### config.mk
export PLATFORM = sky130hd
export DESIGN_NAME = signed_divider
export DESIGN_NICKNAME = d
export VERILOG_FILES = /design/src/rtl/signed_divider.sv
export SDC_FILE = /design/constraint.sdc
export NUM_CORES = 1
export LEC_CHECK = 0
export CORE_MARGIN = 10
export CORE_UTILIZATION = 40
export DETAILED_ROUTE_END_ITERATION = 16
export GPL_TIMING_DRIVEN = 0
export PLACE_DENSITY = 0.65
export SLEW_MARGIN = 20
export SYNTH_ARGS = -nofsm -noshare
export SYNTH_HDL_FRONTEND = slang
export SYNTH_SLANG_ARGS = --single-unit
### constraint.sdc
create_clock -name clk -period 6.25 [get_ports clk]
set_clock_uncertainty 0.2 [all_clocks]
set_input_delay 0.9375 -clock clk [delete_from_list [all_inputs] [get_ports clk]]
set_output_delay 0.9375 -clock clk [all_outputs]
set_load 0.02 [all_outputs]
### src/rtl/signed_divider.sv
// Multi-cycle signed divider: restoring radix-2 division on operand magnitudes,
// one quotient bit per clock, with the signs applied in a final fix-up cycle.
module signed_divider #(
    parameter int WIDTH = 32
) (
    input  logic             clk,
    input  logic             rst_n,
    input  logic             start,
    input  logic [WIDTH-1:0] dividend,
    input  logic [WIDTH-1:0] divisor,
    output logic             busy,
    output logic             done,
    output logic [WIDTH-1:0] quotient,
    output logic [WIDTH-1:0] remainder,
    output logic             div_by_zero
);

    localparam int CW = $clog2(WIDTH + 1);

    typedef enum logic [1:0] {IDLE, CALC, FIX, DONE} state_t;

    state_t           state_reg, state_next;
    logic [CW-1:0]    count_reg;
    logic [WIDTH-1:0] rem_reg, quo_reg, dmag_reg;
    logic             sign_q_reg, sign_r_reg, zero_reg;

    logic [WIDTH-1:0] a_mag, b_mag;
    logic [WIDTH:0]   partial;
    logic             fits;
    logic [WIDTH-1:0] rem_step, quo_step;

    // Magnitude of the most negative value wraps to 2^(WIDTH-1), which is
    // exactly right when the result is read as unsigned.
    assign a_mag = dividend[WIDTH-1] ? -dividend : dividend;
    assign b_mag = divisor[WIDTH-1]  ? -divisor  : divisor;

    // One restoring step: shift {R,Q} left, subtract |b| when it fits.
    always_comb begin
        partial  = {rem_reg, quo_reg[WIDTH-1]};
        fits     = (partial >= {1'b0, dmag_reg});
        rem_step = fits ? (partial[WIDTH-1:0] - dmag_reg) : partial[WIDTH-1:0];
        quo_step = {quo_reg[WIDTH-2:0], fits};
    end

    always_ff @(posedge clk) begin
        if (!rst_n) begin
            state_reg <= IDLE;
        end else begin
            state_reg <= state_next;
        end
    end

    always_comb begin
        state_next = state_reg;
        case (state_reg)
            IDLE:    if (start) state_next = CALC;
            CALC:    if (count_reg == CW'(1)) state_next = FIX;
            FIX:     state_next = DONE;
            DONE:    state_next = IDLE;
            default: state_next = IDLE;
        endcase
    end

    always_comb begin
        busy = (state_reg == CALC) || (state_reg == FIX);
        done = (state_reg == DONE);
    end

    always_ff @(posedge clk) begin
        if (!rst_n) begin
            count_reg   <= '0;
            rem_reg     <= '0;
            quo_reg     <= '0;
            dmag_reg    <= '0;
            sign_q_reg  <= 1'b0;
            sign_r_reg  <= 1'b0;
            zero_reg    <= 1'b0;
            quotient    <= '0;
            remainder   <= '0;
            div_by_zero <= 1'b0;
        end else begin
            case (state_reg)
                IDLE: begin
                    if (start) begin
                        rem_reg    <= '0;
                        quo_reg    <= a_mag;
                        dmag_reg   <= b_mag;
                        sign_q_reg <= dividend[WIDTH-1] ^ divisor[WIDTH-1];
                        sign_r_reg <= dividend[WIDTH-1];
                        zero_reg   <= (divisor == '0);
                        count_reg  <= CW'(WIDTH);
                    end
                end
                CALC: begin
                    rem_reg   <= rem_step;
                    quo_reg   <= quo_step;
                    count_reg <= count_reg - CW'(1);
                end
                FIX: begin
                    // With |b|=0 the loop leaves R=|a|, so the remainder still
                    // comes out equal to the dividend; only q needs overriding.
                    quotient    <= zero_reg ? '1 : (sign_q_reg ? -quo_reg : quo_reg);
                    remainder   <= sign_r_reg ? -rem_reg : rem_reg;
                    div_by_zero <= zero_reg;
                end
                default: ;
            endcase
        end
    end

endmodule
### Word level (Yosys, flattened, before mapping)

Index checks and enable logic that the tools add are counted.

* bitwise operators: 1
* magnitude comparators: 1
* reduce and logical (&&, ||, !) cells: 7
* add/sub/neg operators: 6
* muxes and demuxes: 15
* eq/ne operators: 6

Operators by type and width (number)
* $mux 32: 8
* $neg 32->32: 4
* $pmux 32 s2: 2
* $ge 33x32->1: 1
* $logic_not 32->1: 1
* $sub 32x32->32: 1
* $pmux 6 s2: 1
* $pmux 2 s4: 1
* $eq 6x1->1 const B: 1
* $mux 6: 1
* $reduce_and 2->1: 3
* $sub 6x1->6 const B: 1
* $eq 2x2->1 const B: 2
* $mux 2: 2
* $ne 2x2->1 const B: 2
* $eq 2x1->1 const B: 1
* $logic_not 2->1: 1
* $reduce_bool 2->1: 1
* $logic_or 1x1->1: 1
* $xor 1x1->1: 1

* register bits after elaboration: 172
* output and inout port bits: 67
* bits of input ports: 67

### Longest topological paths before layout

* depth in word-level cells: 4
* depth in mapped cells: 13
* mapped depth without buffers: 12

### Worst setup path before layout

OpenSTA, ideal clock, no wires.

* path type: input to register
* start point: in divisor[10]
* end point: reg dmag_reg[29]
* data arrival time: 3.159 ns
* path buffers: 0
* stages: 7
* path slack: 2.805 ns
* data required time: 5.964 ns
* library setup time: 0.086 ns
* path through: or3_1 -> or3_1 -> or4_1 -> or3_1 -> o41ai_1 -> xor2_1 -> a211oi_1

* word-level cells in the longest chain between the ends: 2

Ends and longest elaborated chain
* from (decl): RTL line 10 `input logic [WIDTH-1:0] divisor,`
* $neg 32->32: RTL line 35 `assign b_mag = divisor[WIDTH-1] ? -divisor : divisor;`
* $mux 32: RTL line 35
* to (signal assigned): RTL line 87 `dmag_reg <= b_mag;`
* to (decl): RTL line 24 `logic [WIDTH-1:0] rem_reg, quo_reg, dmag_reg;`

No other way between the ends.
A chain may end at the register's enable or synchronous reset.

### Worst setup path after layout

* start point: in divisor[2]
* end point: reg dmag_reg[26]

Same word-level chain as after synthesis.

==> run metrics <==
startpoint types input pin; Clock Tree Buf Depth 2; flop-to-flop setup slack 2440 ps; Post-DP HPWL 26100 um; Sw Pwr 2.25 mW; power share of the clock group 0.197; Rows 59; yosys warns 0; Worst R2R Path Depth 12; wire per inst 17.9 um; CTS Root Cell clkbuf_16; core area 26100 um^2; final core utilization 0.495; Congestion Overflow GR 0; CTS buffer count 17; FMAX 260 MHz; Finished Cell Area 12900 um^2; critical path's slowest cell or4_1; mux cell area share after synthesis 0.0189; Hold Path End remainder[27]; vias per cell 5.59; n_diodes 0; Seq pwr share 0.313; Final Wtd Congestion just over 0.9; die width between 150 and 200 um; post-layout worst setup margin 2400 ps; post-synthesis sequential area ratio 0.325; final setup fails 0; die area 33400 um^2; crit end category register; Synth Area in Simple Gates 0.175; Synth Flop Type dfxtp_1; Combinational Power Share 0.489; Final Hold Vio Count 0; Layout fillers 2543; worst hold stages 2; DRT iter0 DRCs between 800 and 900; layout cells sized above 1 0.0385; FF-to-FF Start quo_reg[31]; largest net degree at the start of global routing 18; TritonRoute pass-1 iters 6; Post-Place Setup Slack 1960 ps; worst skew pair latency ~440 ps; Syn Std Cell Area 10600 um^2; compound-gate portion of the synthesized area 0.257; Post-Synthesis Cells ~1300; Slew Limit Fails 0; Hold WC Path Type reg -> reg; Nets about 1600; ys async rst share 0; worst-path fanout max 5; crit path cell chain clkdlybuf4s50_1, nor4_1, nand3_1, or4_1, or3_1, o41ai_1, xor2_1, a211oi_1; Maximum Capacitance Violations 0; Cell variety after synth 67; Hold-fix buffers, CTS 0; H-tree lvl count 4; Post-CTS Setup Bufs 0; reg2reg end rem_reg[26]; CP Class in -> reg; Die H 183 um; WP data required roughly 6400 ps; Post-CTS Resized 0; Setup TNS 0 ps; Post-synth EDFFs 0; RSZ-0062 raised after global routing false; Power Density 404 nW/um^2; Tot Pwr 5.21 mW; Port-buffer cells between 100 and 150; Slew @ Worst Pin 834 ps; syn_area_per_cell 8.05 um^2; sequential cell area 3440 um^2; max incr delay on CP 590 ps; first-pass GRT wire length 51400 um; Slew headroom 0.435; Hold WS 270 ps; Sw Share 0.432; initial antenna violation count 0; final wirelength 32500 um; Area Growth Syn to Fin 21.7%; CTS clock-pin slew for the worst setup and hold paths approximately 70 ps; Crit path arrival time between 4000 and 5000 ps; syn_nets 1426; adder-cell share of the synthesized area 0.0515; fin cells 1814; Leak between 4 and 5 nW; xor and xnor area share after synthesis 0.123; crit-path leading delay family simple AND/OR/NAND/NOR gates; Max IR drop VDD roughly 0.28 mV; CP bufs+invs 1; I/O Pins between 100 and 150; Residual DRC 0; clk sinks 172; min-delay src remainder[27]; Post-Place Cells 1782; DR vias 10100; Tot GR Track Use 0.188; synthesis-stage register bit count 172; min Tclk post-route 3850 ps; status complete, no violations; area of the multi-input gates 6630 um^2; cell internal pwr 2.96 mW; starting density of the core 0.406; final period utilization 0.616; vias in the first global route between 9000 and 10000; largest family of logic cells by synthesized area compound AO/OA/AOI/OAI gates; Post-Place Cell Area 12300 um^2; antenna-violating nets left 0; CTS tree yes
-- placed cells by master (no fill, tap or decap), types with 52 or more instances in the layout --
| master | instances |
|---|---|
| a211oi_1 | 58 |
| clkbuf_1 | 66 |
| a21oi_1 | 52 |
| xnor2_1 | 63 |
| o21ai_0 | 107 |
| xor2_1 | 86 |
| nand2_1 | 106 |
| nor2_1 | 141 |
| clkdlybuf4s50_1 | 131 |
| inv_1 | 58 |
| dfxtp_1 | 172 |
-- layout make-up --
| class | count | area share |
|---|---|---|
| multi-input cells | 1009 | 0.514 |
| flip-flops and latches | 172 | 0.267 |
| repair buffers | 131 | 0.102 |
| clock buffers | 18 | 0.0341 |
| well taps | 335 | 0.0325 |
| plain buffers | 76 | 0.0234 |
| inverters | 59 | 0.0172 |
| clock inverters | 14 | 0.0100 |
-- worst reg2reg max path, stage by stage (launching register included) --
cell and delay [ps]:
dfxtp_1 330, inv_1 140, ha_1 190, inv_1 50, fa_1 400, a21o_1 200, a221oi_1 540, o21ai_0 260
or4_1 530, a211o_1 320, a31oi_1 220, xor2_1 210, o21ai_0 100
-- how the worst max path moves through the flow --
stage,start,to,cells after the start
after global placement,divisor[4],dmag_reg[26],8
final,divisor[2],dmag_reg[26],8
after detailed placement,divisor[2],dmag_reg[26],8
after global routing,divisor[2],dmag_reg[26],8
after floorplan,divisor[10],dmag_reg[29],7
after CTS,rem_reg[17],rem_reg[20],10
-- kinds of logic (layout without fill, tap and decap cells) --
kind of cell	count (synthesis)	count (layout)
DFF	172	172
AOI/OAI and AO/OA	402	402
and+or+nand+nor	395	395
xor gates and xnor gates	149	149
adders and majority gates	43	43
muxes	20	20
buffers and inverters	135	298
-- power groups by stage --
stage	clock, mW	combinational, mW	sequential (mW)
after CTS	1.05	2.54	1.63
after floorplan	0	1.56	1.75
after global routing	1.09	2.80	1.67
after global placement	0	2.49	1.64
final	1.03	2.55	1.63
after detailed placement	0	2.53	1.65
-- synthesized netlist by cell type, drive strengths merged, types with 9 or more instances --
master / n / area, um^2
a222oi: 16 / 160
a31oi: 17 / 106
xor2: 86 / 753
a21o: 13 / 97.6
dfxtp: 172 / 3440
nand3: 29 / 145
or4: 14 / 113
o22ai: 17 / 106
buf: 10 / 53.8
or2: 11 / 73.8
mux2i: 20 / 200
nand2: 106 / 398
xnor2: 63 / 552
o21ai: 108 / 541
a211oi: 58 / 435
nand2b: 9 / 56.3
o31ai: 40 / 314
o41ai: 18 / 165
inv: 59 / 221
nor3: 15 / 75.1
a32oi: 14 / 123
nor2: 142 / 536
nor4: 13 / 81.3
clkbuf: 66 / 248
ha: 42 / 526
or3: 18 / 119
a21oi: 52 / 260
-- layer usage --
layer / GRT usage / wire, um / up-vias
li1: - / - / 5104
met1: 0.276 / 16400 / 4671
met2: 0.270 / 13300 / 335
met3: 0.0425 / 2360 / 29
met4: 0.0456 / 414 / 0
met5: 0 / 0 / -
Power figures use the tool's default switching activity.
